<file path="config.mk">
export PLATFORM = sky130hd
export DESIGN_NAME = spi_master_ctrl_flat
export DESIGN_NICKNAME = d
export VERILOG_FILES = /design/src/rtl/spi_pkg.sv /design/src/rtl/spi_master_ctrl_if.sv /design/src/rtl/spi_shift_unit.sv /design/src/rtl/spi_master_ctrl.sv /design/src/flat_wrapper.sv
export SDC_FILE = /design/constraint.sdc
export NUM_CORES = 1
export LEC_CHECK = 0
export ABC_AREA = 1
export CAP_MARGIN = 20
export CORE_MARGIN = 4
export CORE_UTILIZATION = 36
export DETAILED_ROUTE_END_ITERATION = 8
export SYNTH_ARGS = -nofsm -noshare
export SYNTH_HDL_FRONTEND = slang
export SYNTH_HIERARCHICAL = 1
export SYNTH_SLANG_ARGS = --single-unit
export TNS_END_PERCENT = 1
</file>
<file path="constraint.sdc">
create_clock -name clk -period 1.6 [get_ports clk]
set_input_delay 0.32 -clock clk [delete_from_list [all_inputs] [get_ports clk]]
set_output_delay 0.32 -clock clk [all_outputs]
set_load 0.05 [all_outputs]
</file>
<file path="src/rtl/spi_pkg.sv">
// rtl/spi_pkg.sv - shared SPI command codes, frame sizes and FSM state encoding
package spi_pkg;
  localparam logic [1:0] CMD_WR_ADDR = 2'b00;
  localparam logic [1:0] CMD_WR_DATA = 2'b01;
  localparam logic [1:0] CMD_RD_ADDR = 2'b10;
  localparam logic [1:0] CMD_RD_DATA = 2'b11;

  localparam int FRAME_BITS = 10;
  localparam int DATA_BITS  = 8;

  typedef enum logic [2:0] {
    S_IDLE,
    S_SEL,
    S_SHIFT,
    S_TURN,
    S_CAPTURE,
    S_GAP
  } spi_state_e;
endpackage

</file>
<file path="src/rtl/spi_master_ctrl_if.sv">
// rtl/spi_master_ctrl_if.sv - request/response handshake and SPI pins of the master
interface spi_master_ctrl_if;
  import spi_pkg::*;

  logic                 req_valid;
  logic                 req_ready;
  logic [1:0]           req_cmd;
  logic [DATA_BITS-1:0] req_data;
  logic                 rsp_valid;
  logic [DATA_BITS-1:0] rsp_data;
  logic                 busy;
  logic                 MOSI;
  logic                 MISO;
  logic                 SS_n;

  modport master (
    input  req_valid, req_cmd, req_data, MISO,
    output req_ready, rsp_valid, rsp_data, busy, MOSI, SS_n
  );

  modport slave (
    output req_valid, req_cmd, req_data, MISO,
    input  req_ready, rsp_valid, rsp_data, busy, MOSI, SS_n
  );
endinterface

</file>
<file path="src/rtl/spi_shift_unit.sv">
// rtl/spi_shift_unit.sv - 10-bit PISO for MOSI plus 8-bit SIPO for MISO
module spi_shift_unit
  import spi_pkg::*;
(
  input  logic                  clk,
  input  logic                  rst,
  input  logic                  i_load,
  input  logic [FRAME_BITS-1:0] i_load_data,
  input  logic                  i_shift_tx,
  input  logic                  i_shift_rx,
  input  logic                  i_miso,
  output logic                  o_tx_bit,
  output logic [DATA_BITS-1:0]  o_rx_next
);
  logic [FRAME_BITS-1:0] r_tx;
  logic [DATA_BITS-1:0]  r_rx;

  always_ff @(posedge clk) begin
    if (rst) begin
      r_tx <= '0;
      r_rx <= '0;
    end else begin
      if (i_load) begin
        r_tx <= i_load_data;
        r_rx <= '0;
      end else begin
        if (i_shift_tx) r_tx <= {r_tx[FRAME_BITS-2:0], 1'b0};
        if (i_shift_rx) r_rx <= o_rx_next;
      end
    end
  end

  // Exposing the post-sample value lets the caller register the byte on the 8th sample edge.
  assign o_tx_bit  = r_tx[FRAME_BITS-1];
  assign o_rx_next = {r_rx[DATA_BITS-2:0], i_miso};
endmodule

</file>
<file path="src/rtl/spi_master_ctrl.sv">
// rtl/spi_master_ctrl.sv - SPI master: one request per SS_n frame, read-data reply on a strobe
module spi_master_ctrl
  import spi_pkg::*;
#(
  parameter int unsigned TURNAROUND = 2,
  parameter int unsigned GAP_CYCLES = 1
) (
  input  logic              clk,
  input  logic              rst,
  spi_master_ctrl_if.master bus
);
  localparam logic [3:0] BIT_LAST  = 4'(FRAME_BITS - 1);
  localparam logic [3:0] CAP_LAST  = 4'(DATA_BITS - 1);
  localparam logic [3:0] TURN_LAST = 4'(TURNAROUND - 1);
  localparam logic [3:0] GAP_LAST  = 4'(GAP_CYCLES - 1);

  spi_state_e           r_state, w_state_nxt;
  logic [3:0]           r_bit_cnt, r_tmr;
  logic [1:0]           r_cmd;
  logic                 r_ss_n, r_mosi, r_req_ready, r_busy, r_rsp_valid;
  logic [DATA_BITS-1:0] r_rsp_data;

  logic                 w_load, w_shift_tx, w_shift_rx, w_rsp_fire;
  logic                 w_tx_bit, w_ss_n_nxt, w_mosi_nxt;
  logic [DATA_BITS-1:0] w_rx_next;

  spi_shift_unit u_shift (
    .clk         (clk),
    .rst         (rst),
    .i_load      (w_load),
    .i_load_data ({bus.req_cmd, bus.req_data}),
    .i_shift_tx  (w_shift_tx),
    .i_shift_rx  (w_shift_rx),
    .i_miso      (bus.MISO),
    .o_tx_bit    (w_tx_bit),
    .o_rx_next   (w_rx_next)
  );

  always_comb begin
    w_state_nxt = r_state;
    w_load      = 1'b0;
    w_shift_rx  = 1'b0;
    w_rsp_fire  = 1'b0;
    case (r_state)
      S_IDLE: begin
        if (bus.req_valid && r_req_ready) begin
          w_state_nxt = S_SEL;
          w_load      = 1'b1;
        end
      end
      S_SEL:   w_state_nxt = S_SHIFT;
      S_SHIFT: begin
        if (r_bit_cnt == BIT_LAST)
          w_state_nxt = (r_cmd == CMD_RD_DATA) ? S_TURN : S_GAP;
      end
      S_TURN: begin
        if (r_tmr == TURN_LAST) w_state_nxt = S_CAPTURE;
      end
      S_CAPTURE: begin
        w_shift_rx = 1'b1;
        if (r_bit_cnt == CAP_LAST) begin
          w_state_nxt = S_GAP;
          w_rsp_fire  = 1'b1;
        end
      end
      S_GAP: begin
        if (r_tmr == GAP_LAST) w_state_nxt = S_IDLE;
      end
      default: w_state_nxt = S_IDLE;
    endcase

    // Outputs are registered from the next state, so each pin value lines up with its state's cycle.
    w_shift_tx = (w_state_nxt == S_SHIFT);
    w_ss_n_nxt = (w_state_nxt == S_IDLE) || (w_state_nxt == S_GAP);
    w_mosi_nxt = 1'b0;
    if (w_state_nxt == S_SEL)        w_mosi_nxt = bus.req_cmd[1];
    else if (w_state_nxt == S_SHIFT) w_mosi_nxt = w_tx_bit;
  end

  always_ff @(posedge clk) begin
    if (rst) begin
      r_state     <= S_IDLE;
      r_bit_cnt   <= '0;
      r_tmr       <= '0;
      r_cmd       <= '0;
      r_ss_n      <= 1'b1;
      r_mosi      <= 1'b0;
      r_req_ready <= 1'b1;
      r_busy      <= 1'b0;
      r_rsp_valid <= 1'b0;
      r_rsp_data  <= '0;
    end else begin
      r_state <= w_state_nxt;
      if (w_state_nxt != r_state) begin
        r_bit_cnt <= '0;
        r_tmr     <= '0;
      end else begin
        if (r_state == S_SHIFT || r_state == S_CAPTURE) r_bit_cnt <= r_bit_cnt + 4'd1;
        if (r_state == S_TURN || r_state == S_GAP)      r_tmr     <= r_tmr + 4'd1;
      end
      if (w_load) r_cmd <= bus.req_cmd;
      r_ss_n      <= w_ss_n_nxt;
      r_mosi      <= w_mosi_nxt;
      r_req_ready <= (w_state_nxt == S_IDLE);
      r_busy      <= (w_state_nxt != S_IDLE);
      r_rsp_valid <= w_rsp_fire;
      if (w_rsp_fire) r_rsp_data <= w_rx_next;
    end
  end

  assign bus.SS_n      = r_ss_n;
  assign bus.MOSI      = r_mosi;
  assign bus.req_ready = r_req_ready;
  assign bus.busy      = r_busy;
  assign bus.rsp_valid = r_rsp_valid;
  assign bus.rsp_data  = r_rsp_data;
endmodule

</file>
<file path="src/flat_wrapper.sv">
// flat-port wrapper written by rule: the top's interface ports become plain ports
module spi_master_ctrl_flat import spi_pkg::*;
#(
  parameter int unsigned TURNAROUND = 2,
  parameter int unsigned GAP_CYCLES = 1
)
  (clk, rst, bus_req_valid, bus_req_cmd, bus_req_data, bus_MISO, bus_req_ready, bus_rsp_valid, bus_rsp_data, bus_busy, bus_MOSI, bus_SS_n);
  spi_master_ctrl_if bus_i ();
  input  logic clk;
  input  logic rst;
  input wire logic [$bits(bus_i.req_valid)-1:0] bus_req_valid;
  input wire logic [$bits(bus_i.req_cmd)-1:0] bus_req_cmd;
  input wire logic [$bits(bus_i.req_data)-1:0] bus_req_data;
  input wire logic [$bits(bus_i.MISO)-1:0] bus_MISO;
  output wire logic [$bits(bus_i.req_ready)-1:0] bus_req_ready;
  output wire logic [$bits(bus_i.rsp_valid)-1:0] bus_rsp_valid;
  output wire logic [$bits(bus_i.rsp_data)-1:0] bus_rsp_data;
  output wire logic [$bits(bus_i.busy)-1:0] bus_busy;
  output wire logic [$bits(bus_i.MOSI)-1:0] bus_MOSI;
  output wire logic [$bits(bus_i.SS_n)-1:0] bus_SS_n;
  assign bus_i.req_valid = bus_req_valid;
  assign bus_i.req_cmd = bus_req_cmd;
  assign bus_i.req_data = bus_req_data;
  assign bus_i.MISO = bus_MISO;
  assign bus_req_ready = bus_i.req_ready;
  assign bus_rsp_valid = bus_i.rsp_valid;
  assign bus_rsp_data = bus_i.rsp_data;
  assign bus_busy = bus_i.busy;
  assign bus_MOSI = bus_i.MOSI;
  assign bus_SS_n = bus_i.SS_n;
  spi_master_ctrl #(.TURNAROUND(TURNAROUND), .GAP_CYCLES(GAP_CYCLES)) u_core (.clk(clk), .rst(rst), .bus(bus_i));
endmodule
</file>
Word level (Yosys, flattened, before mapping). Cells that the tools add are included.

Equality and inequality tests: 13. Reductions and logical operators: 11. Multiplexer cells: 16. Add/sub/neg operators: 2.

Operators with widths (count): $mux 10 (2); $mux 3 (6); $pmux 3 s6 (1); $eq 3x2->1 const B (3); $eq 3x3->1 const B (3); $add 4x1->4 const B (2); $mux 1 (7); $eq 3x1->1 const B (2); $logic_not 3->1 (2); $eq 4x1->1 const B (1); $eq 4x3->1 const B (1); $eq 4x4->1 const B (1); $logic_not 4->1 (1); $reduce_or 2->1 (2); $logic_or 1x1->1 (3); $ne 3x3->1 (1); $reduce_bool 3->1 (1); $eq 2x2->1 const B (1); $reduce_bool 2->1 (1); $logic_and 1x1->1 (1).

Register bits: 43.

Logic depth before layout (Yosys ltp). Gate-level depths: netlist (run 1).

Word-level depth: 7. Gate-level depth with buffers: 15. Depth with buffers taken out: 14.

By module. Netlist (run 1), hierarchy kept.

By module, submodules not included: spi_master_ctrl (sequential area each 520.5 sq um, cells an instance 171, times used 1, area each 1315.0 sq um); spi_shift_unit (sequential area each 340.3 sq um, cells an instance 106, times used 1, area each 728.2 sq um).

Worst setup path before layout (run 1). OpenSTA, ideal clock, no wires.

Kind: reg-to-reg. From: register u_core.r_req_ready, in the netlist u_core/bus.req_ready. To: register u_core.u_shift.r_tx[1]. Data arrival time: 1635 ps. Stages on the path, launching flop included: 12. Setup time: 56 ps. Clock period less this slack: 1691 ps. Path buffers: 1. Path slack: -91 ps. Cells stage by stage: dfxtp_1 -> nand4_1 -> nand2_1 -> inv_2 -> nand2_2 -> nor2_1 -> buf_6 -> nor2_4 -> nand2_1 -> nand3_1 -> nand2_1 -> inv_1.

Cells in the longest elaborated chain, start to end: 5. Elaborated cells between the ends (all ways): 8. Those cells by class: eq/ne: 1; mux: 5; reduce/logical: 2.

RTL lines: from (decl) (RTL line spi_master_ctrl.sv:20) `logic r_ss_n, r_mosi, r_req_ready, r_busy, r_rsp_valid;`; from (signal assigned) (RTL line spi_master_ctrl.sv:104) `r_req_ready <= (w_state_nxt == S_IDLE);`; $logic_and 1x1->1 (RTL line spi_master_ctrl.sv:46) `if (bus.req_valid && r_req_ready) begin`; $mux 3 (RTL line spi_master_ctrl.sv:46); $pmux 3 s6 (RTL line spi_master_ctrl.sv:44) `case (r_state)`; $eq 3x2->1 (RTL line spi_master_ctrl.sv:73) `w_shift_tx = (w_state_nxt == S_SHIFT);`; named net u_core.w_shift_tx (RTL line spi_master_ctrl.sv:23) `logic w_load, w_shift_tx, w_shift_rx, w_rsp_fire;`; $reduce_bool 2->1 (no line); to (signal assigned) (RTL line spi_shift_unit.sv:24) `r_tx <= i_load_data;`; to (signal assigned) (RTL line spi_shift_unit.sv:27) `if (i_shift_tx) r_tx <= {r_tx[FRAME_BITS-2:0], 1'b0};`; to (decl) (RTL line spi_shift_unit.sv:15) `logic [FRAME_BITS-1:0] r_tx;`.

The timed path passes the listed nets, and every way through them passes these cells. A chain may end at the register's enable or synchronous reset.

Final worst setup path (run 1).
From: register u_core.r_tmr[1]. To: register u_core.u_shift.r_tx[5].

Cells in the longest elaborated chain, start to end: 5. Elaborated cells between the ends (all ways): 7. Those cells by class: eq/ne: 2; mux: 3; reduce/logical: 2.

RTL lines: from (decl) (RTL line spi_master_ctrl.sv:18) `logic [3:0] r_bit_cnt, r_tmr;`; from (signal assigned) (RTL line spi_master_ctrl.sv:99) `if (r_state == S_TURN || r_state == S_GAP) r_tmr <= r_tmr + 4'd1;`; $eq 4x1->1 / $logic_not 4->1 (equally long branches) (RTL line spi_master_ctrl.sv:57, spi_master_ctrl.sv:67); $mux 3 (on tied branches) (RTL line spi_master_ctrl.sv:57, spi_master_ctrl.sv:67); $pmux 3 s6 (*) (RTL line spi_master_ctrl.sv:44); $eq 3x2->1 (*) (RTL line spi_master_ctrl.sv:73); named net u_core.w_shift_tx (RTL line spi_master_ctrl.sv:23); $reduce_bool 2->1 (no line) (*).

The timed path passes the listed nets; every way through them passes the cells marked *.

==> results.md, run 1 <==
Setup path:
- Walking the worst path, the cells encountered are inv_2 > ha_4 > nand3_4 > nand2_2 > nand2_2 > nor2_4 > nand2_2 > nor2_4 > buf_6 > nand2_1 > nand2_1 > nand2_1 > a21oi_1.
- Of all nets on the critical path, the largest fanout is 5.
- The library cell contributing the largest single delay on the critical path is sky130_fd_sc_hd__dfxtp_2.
- The worst setup path is launched from a flip-flop.
- The worst register-to-register path ends at u_core/u_shift/r_tx[5].
- The data arrival time of the worst path is around 1.9 ns.
- Counting cells, the worst reg-to-reg path comes to 13.
- The reg-to-reg startpoint is u_core/r_tmr[1].
- The worst setup path is of the flip-flop to flip-flop kind.
- For this run, the slowest stage of the critical path takes 0.33 ns.
- The critical path endpoint category is a flip-flop.
- The data required time at the worst endpoint is 1.83 ns.
- For flop-to-flop paths, the worst setup slack is -0.08 ns.
- The worst setup path startpoint is u_core/r_tmr[1].

Job:
- The number of max-cap violations is 0.

Worst hold path:
- The startpoint of the lowest-slack hold path is u_core/r_cmd[1].
- Along the worst hold path, the cell count comes to 2.
- The path class of the lowest-slack min-delay path is flip-flop to flip-flop.
- The end of the worst hold path is u_core/r_cmd[1].

Timing:
- The maximum clock frequency is just under 600 MHz.
- After routing, the total negative slack on setup checks comes to -0.357 ns.
- The worst setup slack after layout is -0.0756 ns.
- Setup repair after global routing could not meet its margin everywhere.
- The share of the clock period used by the worst path is 105%.
- The number of hold-slack violations in the final timing report is 0.
- The final count of negative-setup-slack endpoints is 16.
- The worst clock skew on the final layout is 0.0105 ns.
- At the pin with the least slew margin, the transition time is roughly 0.26 ns.
- The max-slew violation total from the final report is 0.
- The worst pin sits at a relative slew slack of slightly above 80%.
- The worst hold slack after final layout is 0.466 ns.
- The time the final worst path needs with I/O delays and setup is about 1.7 ns.

Clocking:
- The number of buffers inserted by hold repair at cts is 0.
- The deepest level of the CTS H-tree is 2.
- TritonCTS built the clock tree.
- The clock insertion delay at the later pin of the skew report is 0.31 ns.
- The clock drives 43 sinks.
- The worst-case clock buffer depth is 2.
- Clock-pin slew was measured on the worst setup and hold paths at about 0.09 ns.
- The tree is rooted in a sky130_fd_sc_hd__clkbuf_8.
- The number of clock buffers added by TritonCTS is 5.

Yosys:
- The number of enable-type register cells in the synthesized netlist is 0.
- The cell taking the most area after synthesis is sky130_fd_sc_hd__dfxtp_1.
- The prevailing post-synth register cell is sky130_fd_sc_hd__dfxtp_1.
- The portion of the post-synthesis area used by sequential elements is a little over two fifths.
- The cell area that synthesis handed to floorplanning was 2040 um2.
- Counting instances in the post-synthesis netlist gives the leading cell types as sky130_fd_sc_hd__nand2_1 (67), sky130_fd_sc_hd__dfxtp_1 (43), sky130_fd_sc_hd__nor2_1 (29), sky130_fd_sc_hd__inv_1 (28), sky130_fd_sc_hd__nand3_1 (27).
- Ranked by total cell area, the synthesized netlist is headed by sky130_fd_sc_hd__dfxtp_1 (42%), sky130_fd_sc_hd__nand2_1 (12%), sky130_fd_sc_hd__nand3_1 (6.6%), sky130_fd_sc_hd__nor2_1 (5.3%), sky130_fd_sc_hd__inv_1 (5.1%).
- The average instance in the mapped netlist occupies about 7.4 um2.
- The number of different library cells in the post-synthesis netlist is 24.
- The number of nets produced by synthesis is 296.
- The flop and latch count out of synthesis is 43.
- The gate count of the mapped netlist is 277.
- During synthesis, Yosys emitted a total of 6 warnings.
- The share of flip-flops with an asynchronous set or reset after synthesis is 0%.
- The most instantiated library cell after synthesis is sky130_fd_sc_hd__nand2_1.
- In this run the biggest area consumer among cell types represents 42.1% of the synthesized area.

Finish:
- The area growth from synthesis to layout is 41.6%.
- The number of inserted filler cells in the final layout is 517.
- The count of antenna diodes in the layout is 0.
- The fraction of layout cells with a size suffix above 1 is 36.2%.
- The final layout contains around 370 nets.
- The non-filler instance count after layout is 420.

Power:
- The largest vdd supply drop is around 0.00046 V.
- The cell area power density is 947 nW/um2.
- In this run the static leakage power is 1.31 nW.

Floorplanning:
- The count of boundary I/O pins is 27.
- The floorplan step defined a core boundary enclosing 5510 um2.
- The vertical die dimension is 83.3 um.
- The die covers slightly below 7000 um2.
- In this run the horizontal extent of the chip is 83.3 um.
- The number of cell rows is 27.
- The initial utilization of the core area, before any placement, comes to 37.1%.

Route:
- The first-pass iteration count of the detailed router is 4.
- The final layout contains routed wiring with a total length of 4820 um.
- The number of routed nets with antenna violations is 0.
- The DRC violation count after routing is 0.
- The detail-routed via count per cell is 4.51.
- In this run, the number of DRC markers left after iteration 0 of detailed routing was 50.
- Summing over every cut layer, the via total after detailed routing is 1,894.
- After detailed routing, the average wire length per cell comes to around 11 um.

Status:
- The final reports fail on setup timing.
- The flow ran to the end, but the final reports show violations.

Placement:
- The count of buffers added on input and output ports is 26.
- Detailed placement finished with a half-perimeter wire length of 3430 um.
- The count of placed standard cells including taps is a little over 400.
- The placer congestion estimate is approximately 0.81.

Global routing:
- Global routing consumed, over all layers together, roughly 14% of the routing resources.
- The number of antenna violations at the first check in global routing is 0.
- The via count of the first global-routing pass is 1,829.
- Entering global routing, the biggest net connects 16 pins.
- The aggregate global routing overflow is 0.
- The first global-routing pass estimated roughly 8000 um of wire.
## flip-flops by register name, indices dropped and copies added (netlist names), 2 cells and up
signal,count
u_core/u_shift/r_rx,7
u_core/r_bit_cnt,4
u_core/r_tmr,4
u_core/r_cmd,2
u_core/bus.rsp_data,8
u_core/u_shift/r_tx,10
u_core/r_state,3
## cells in the final DEF, fill, tap and decap left out, drive strengths merged
cell type	count
o21ai	15
nand2	77
a21oi	13
nor3	8
bufinv	1
clkbuf	5
buf	54
xor2	4
dfxtp	43
nor2	36
nand3	30
xnor2	2
ha	5
inv	39
clkdlybuf4s50	13
clkinvlp	1
nand4	2
## worst max path at each step
stage                     cells past startpoint  slack (ns)                      to
after floorplan                              12       0.008  u_core/u_shift/r_tx[1]
after global placement                       11       -0.22  u_core/u_shift/r_tx[5]
after detailed placement                     11       -0.29  u_core/u_shift/r_tx[5]
after CTS                                    13       -0.03  u_core/u_shift/r_tx[5]
after global routing                         14       -0.15  u_core/u_shift/r_tx[5]
final                                        13       -0.08  u_core/u_shift/r_tx[5]
## routing by layer
layer,routed length (um),global-route usage [%]
met4,43,4.01
met5,0,0
met2,2280,23.4
met3,132,3.97
met1,2370,17.9
## worst max-delay path, delay by kind of cell (launching register included)
| kind | cells | cell delay [ns] |
|---|---|---|
| buf+inv | 2 | 0.23 |
| simple gates | 9 | 0.78 |
| flops | 1 | 0.33 |
| fa+ha+maj | 1 | 0.14 |
| compound gates | 1 | 0.12 |
## timing repair
item                                    CTS  global route
pin swaps                                 3            11
endpoints found under the setup margin   10            31
buffers inserted                          1             3
cloned                                    0             1
gates resized for setup                  17            20
## per-stage QoR
stage | setup slack, ns | power [mW] | util, % | instance area, um2
2_1_floorplan | 0.00788 | 1.56 | - | 2050
3_3_place_gp | -0.218 | 1.79 | 47.4 | 2610
3_5_place_dp | -0.291 | 1.80 | 47.4 | 2610
4_1_cts | -0.0300 | 2.71 | 50.5 | 2780
5_1_grt | -0.154 | 2.87 | 52.6 | 2890
6_report | -0.0756 | 2.74 | 52.6 | 2890
## report_power, final
| group | leakage [nW] | internal [mW] | switching [mW] | total, mW |
|---|---|---|---|---|
| sequential | 0.352 | 1.13 | 0.0409 | 1.17 |
| clock | 0.0548 | 0.470 | 0.411 | 0.881 |
| combinational | 0.901 | 0.286 | 0.399 | 0.685 |
## cell families (layout without fill, tap and decap cells)
kind of cell               count (synthesis)  after routing  share of synthesized area (%)
AOI/OAI and AO/OA                         28             28                           7.04
xor gates and xnor gates                   6              6                           2.57
adders and majority gates                  5              5                           3.06
buffers and inverters                     43            113                           8.82
DFF                                       43             43                           42.1
and+or+nand+nor                          152            153                           36.4
## final cells by class
class	instances	area [um2]	area share, %
inverter	38	145	5.02
multi-input combinational	192	1120	38.9
timing repair buffer	67	547	18.9
clock inverter	3	46.3	1.60
clock buffer	5	68.8	2.38
tap	72	90.1	3.11
sequential	43	872	30.1
No activity file was read; power rests on OpenSTA's default activity.
==> run 2, diff against run 1 <==
--- a/config.mk
+++ b/config.mk
@@ -7,7 +7,6 @@
 export LEC_CHECK = 0
 export ABC_AREA = 1
 export CAP_MARGIN = 20
-export CORE_MARGIN = 4
 export CORE_UTILIZATION = 36
 export DETAILED_ROUTE_END_ITERATION = 8
 export SYNTH_ARGS = -nofsm -noshare
==> run 2 against run 1 <==
The flow still finishes with violations (setup timing). Critical endpoint unchanged. Via count rose by 1.4%. Non-clock buffer count increased by 3. Sequential share of layout area is 0.46 points lower. Die area down 14%. Fmax barely moved. Register-to-register slack about the same. Wire length up 0.62%. Hold slack better by 0.0021 ns. Final cell count rose by 0.71%. Flip-flop and latch count is the same.
==> results.md, run 2 (synthesized netlist as in run 1, its figures left out) <==
Global routing:
- The aggregate global routing overflow is 0 (unchanged).
- The maximum number of pins on one net before global-route repair is 15 (-1).
- The via count of the first global-routing pass came to 1,716 (-6.2%).
- The number of antenna violations at the first check in global routing was 0 (unchanged).
- The wire length of the first global-routing pass was 7860 um (-2.8%).
- The overall fraction of global-route tracks in use is 16.7% (+2.5 points).

Setup path:
- The data required time at the worst endpoint is 1.83 ns (about the same).
- The largest individual stage delay along the critical path comes from the cell sky130_fd_sc_hd__dfxtp_2.
- The critical path launch point type is a flip-flop.
- The critical path in this run is classified as flip-flop to flip-flop.
- The cell class contributing the biggest share of worst-path delay is simple AND/OR/NAND/NOR gates.
- The top fanout value on the critical path is 6 (+1).
- The maximum cell stage delay along the critical path is 0.34 ns (about the same).
- STA classifies the critical path endpoint as a flip-flop.
- The signal on the critical path passes through inv_2 > ha_4 > nand2_4 > nor2_4 > nand2_2 > nand2_4 > nor2_4 > nand2_2 > nor2_4 > buf_6 > nand2_2 > nand2_1 > nand2_1 > a21oi_1.
- The worst path buffer plus inverter count was 2 (unchanged).
- The data arrival time of the worst path is 1.90 ns (about the same).

Power:
- The switching power of the nets is 0.842 mW (-1.0%).
- The share of total power consumed by net switching was 32.8% (+1.8 points).
- The leakage power summed over all cells was 1.32 nW (+1.0%).
- The internal power was 1.73 mW (-8.7%).
- The largest vdd supply drop is 0.000354 V (-23%).
- The relative contribution of combinational cells to total power is 26.6% (+1.6 points).
- The power share of the clock group was 27.5% (-4.6 points).
- The overall power after layout is 2.57 mW (-6.3%).
- The power share of the sequential group was 45.9% (+3.0 points).
- The cell area power density is 872 nW/um2 (-7.9%).

Timing:
- The worst clock skew on the final layout was 0.00903 ns (-0.00148 ns).
- Setup repair after global routing could not meet its margin everywhere.
- The max-slew violation total from the final report is 0 (unchanged).
- The worst setup slack after layout came to -0.0750 ns (+0.000623 ns).
- The actual transition at the worst max-transition pin is 0.269 ns (+0.00591 ns).
- The share of the clock period used by the worst path came to 105% (about the same).
- The number of hold-slack violations in the final timing report is 0 (unchanged).
- The worst-case headroom to the max-slew limit is 82.1% (-0.39 points).
- The final count of negative-setup-slack endpoints is 7 (-9).
- The setup total negative slack was -0.283 ns (+0.0746 ns).
- The time the final worst path needs with I/O delays and setup was 1.67 ns (-0.000623 ns).
- The maximum clock frequency is 597 MHz (about the same).

Finish:
- The number of inserted filler cells in the final layout came to 522 (+0.97%).
- The library cell used most frequently in the layout, excluding fill and tap cells, is sky130_fd_sc_hd__nand2_1.
- Leaving out fill and tap cells, the most frequent cells in the layout are sky130_fd_sc_hd__nand2_1 (62), sky130_fd_sc_hd__buf_4 (55), sky130_fd_sc_hd__dfxtp_1 (35).
- The fraction of layout cells with a size suffix above 1 came to 39.9% (+3.7 points).
- From synthesis to final layout, the design area changed by 44.0%.
- The count of antenna diodes in the layout is 0 (unchanged).
- The count of nets after finishing is 369 (+0.82%).
- The utilization after layout is 53.8% (+1.2 points).
- The register with the most flip-flops is u_core/u_shift/r_tx.
- The flip-flop count of the largest register, all copies and words added is 10 (unchanged).

Clocking:
- The deepest level of the CTS H-tree was 2 (unchanged).
- The number of buffers inserted by hold repair at cts was 0 (unchanged).
- The clock insertion delay at the later pin of the skew report is 0.30 ns (about the same).
- The worst-case clock buffer depth is 2 (unchanged).
- The clock transition at the registers of the reported paths is 0.09 ns (about the same).
- The CTS buffer count is 5 (unchanged).
- The tree is rooted in a sky130_fd_sc_hd__clkbuf_8.
- The total clock sinks came to 43 (unchanged).
- TritonCTS built the clock tree.

Placement:
- The detailed placement HPWL was 3330 um (-2.8%).
- The placer congestion estimate was 0.810 (-0.11%).
- The number of input and output port buffers inserted was 26 (unchanged).

Route:
- The detail-routed via count per cell is 4.54 (+0.65%).
- The detailed router's first-iteration violation count is 67 (+34%).
- The number of routed nets with antenna violations is 0 (unchanged).
- The total detailed-routing wirelength is 4850 um (+0.62%).
- The first-pass iteration count of the detailed router is 4 (unchanged).
- The routed wirelength normalized by instance count came to 11.5 um (about the same).
- The via total after detailed routing came to 1,920 (+1.4%).
- The DRC violation count after routing was 0 (unchanged).

Floorplanning:
- The number of cell rows is 27 (unchanged).
- The die area is 5980 um2 (-14%).
- The vertical die dimension came to 77.3 um (-7.2%).
- The effective utilization at floorplan is 37.3% (+0.23 points).
- The area of the core came to 5470 um2 (-0.61%).
- The die width is 77.3 um (-7.2%).
- The count of boundary I/O pins came to 27 (unchanged).

Worst hold path:
- In this run the worst hold path is classified as flip-flop to flip-flop.

Status:
- The checks that failed: setup timing.
- The flow ran to the end, but the final reports show violations.

Job:
- The number of max-cap violations is 0 (unchanged).
==> run 2: cell types whose count changed in the layout (fill, tap and decap cells not counted), moves of 2 or more <==
| cell | delta |
|---|---|
| sky130_fd_sc_hd__nand3_1 | -4 |
| sky130_fd_sc_hd__nand2_4 | +2 |
| sky130_fd_sc_hd__nor2_2 | +3 |
| sky130_fd_sc_hd__inv_4 | +3 |
| sky130_fd_sc_hd__nor2_1 | -3 |
| sky130_fd_sc_hd__inv_2 | -2 |
| sky130_fd_sc_hd__buf_4 | +4 |
| sky130_fd_sc_hd__nand3_2 | +3 |
==> run 2: final cells by class <==
cell class	instances	area, um2	share of cell area (%)
clock buffers	5	68.8	2.34
clock inverters	3	20.0	0.680
inverters	38	153	5.19
multi-input cells	192	1170	39.8
flip-flops and latches	43	873	29.7
well taps	72	90.1	3.06
repair buffers	70	566	19.2
==> run 2: final timing paths <==
path / from / end / slack [ns] / depth (start not counted)
hold / removal: u_core/r_cmd[1] / u_core/r_cmd[1] / 0.47 / 2
hold reg to reg: u_core/r_cmd[1] / u_core/r_cmd[1] / 0.47 / 2
setup / recovery: u_core/r_bit_cnt[1] / u_core/u_shift/r_tx[5] / -0.07 / 14
setup reg to reg: u_core/r_bit_cnt[1] / u_core/u_shift/r_tx[5] / -0.07 / 14
==> run 2: per-layer routing <==
metal,wire length (um),part of all wire [%],GRT usage [%]
met1,2260,47,22.0
met2,2470,51,26.8
met3,82,1.7,3.88
met4,35,0.72,5.09
met5,0,0,0
==> run 2: power by group through the flow <==
stage | clock network [mW] | registers [mW] | logic (mW)
final | 0.705 | 1.18 | 0.683
after detailed placement | 0 | 1.20 | 0.606
after global placement | 0 | 1.20 | 0.602
after global routing | 0.784 | 1.19 | 0.751
after floorplan | 0 | 1.25 | 0.316
after CTS | 0.736 | 1.17 | 0.632
==> run 2: tightest hold or removal path: cells and delay by family, from the launching register on <==
kind	cells	cell delay, ns
flip-flops	1	0.32
AND/OR/NAND/NOR	1	0.06
AO/OA/AOI/OAI	1	0.05
==> run 2: repair_timing <==
item	in CTS	in global routing
setup buffers	4	2
cloned	0	1
resized for setup	13	39
pin swaps	11	18
setup endpoints to repair	10	34
==> run 2: metrics by stage <==
step / cells / hold slack, ns / setup WS, ns / cell area [um2]
after detailed placement: 408 / 0.457 / -0.308 / 2620
after CTS: 420 / 0.470 / -0.0766 / 2780
after global routing: 423 / 0.490 / -0.175 / 2940
after floorplan: 277 / 0.389 / 0.00788 / 2050
after global placement: 408 / 0.450 / -0.285 / 2620
final: 423 / 0.468 / -0.0750 / 2940
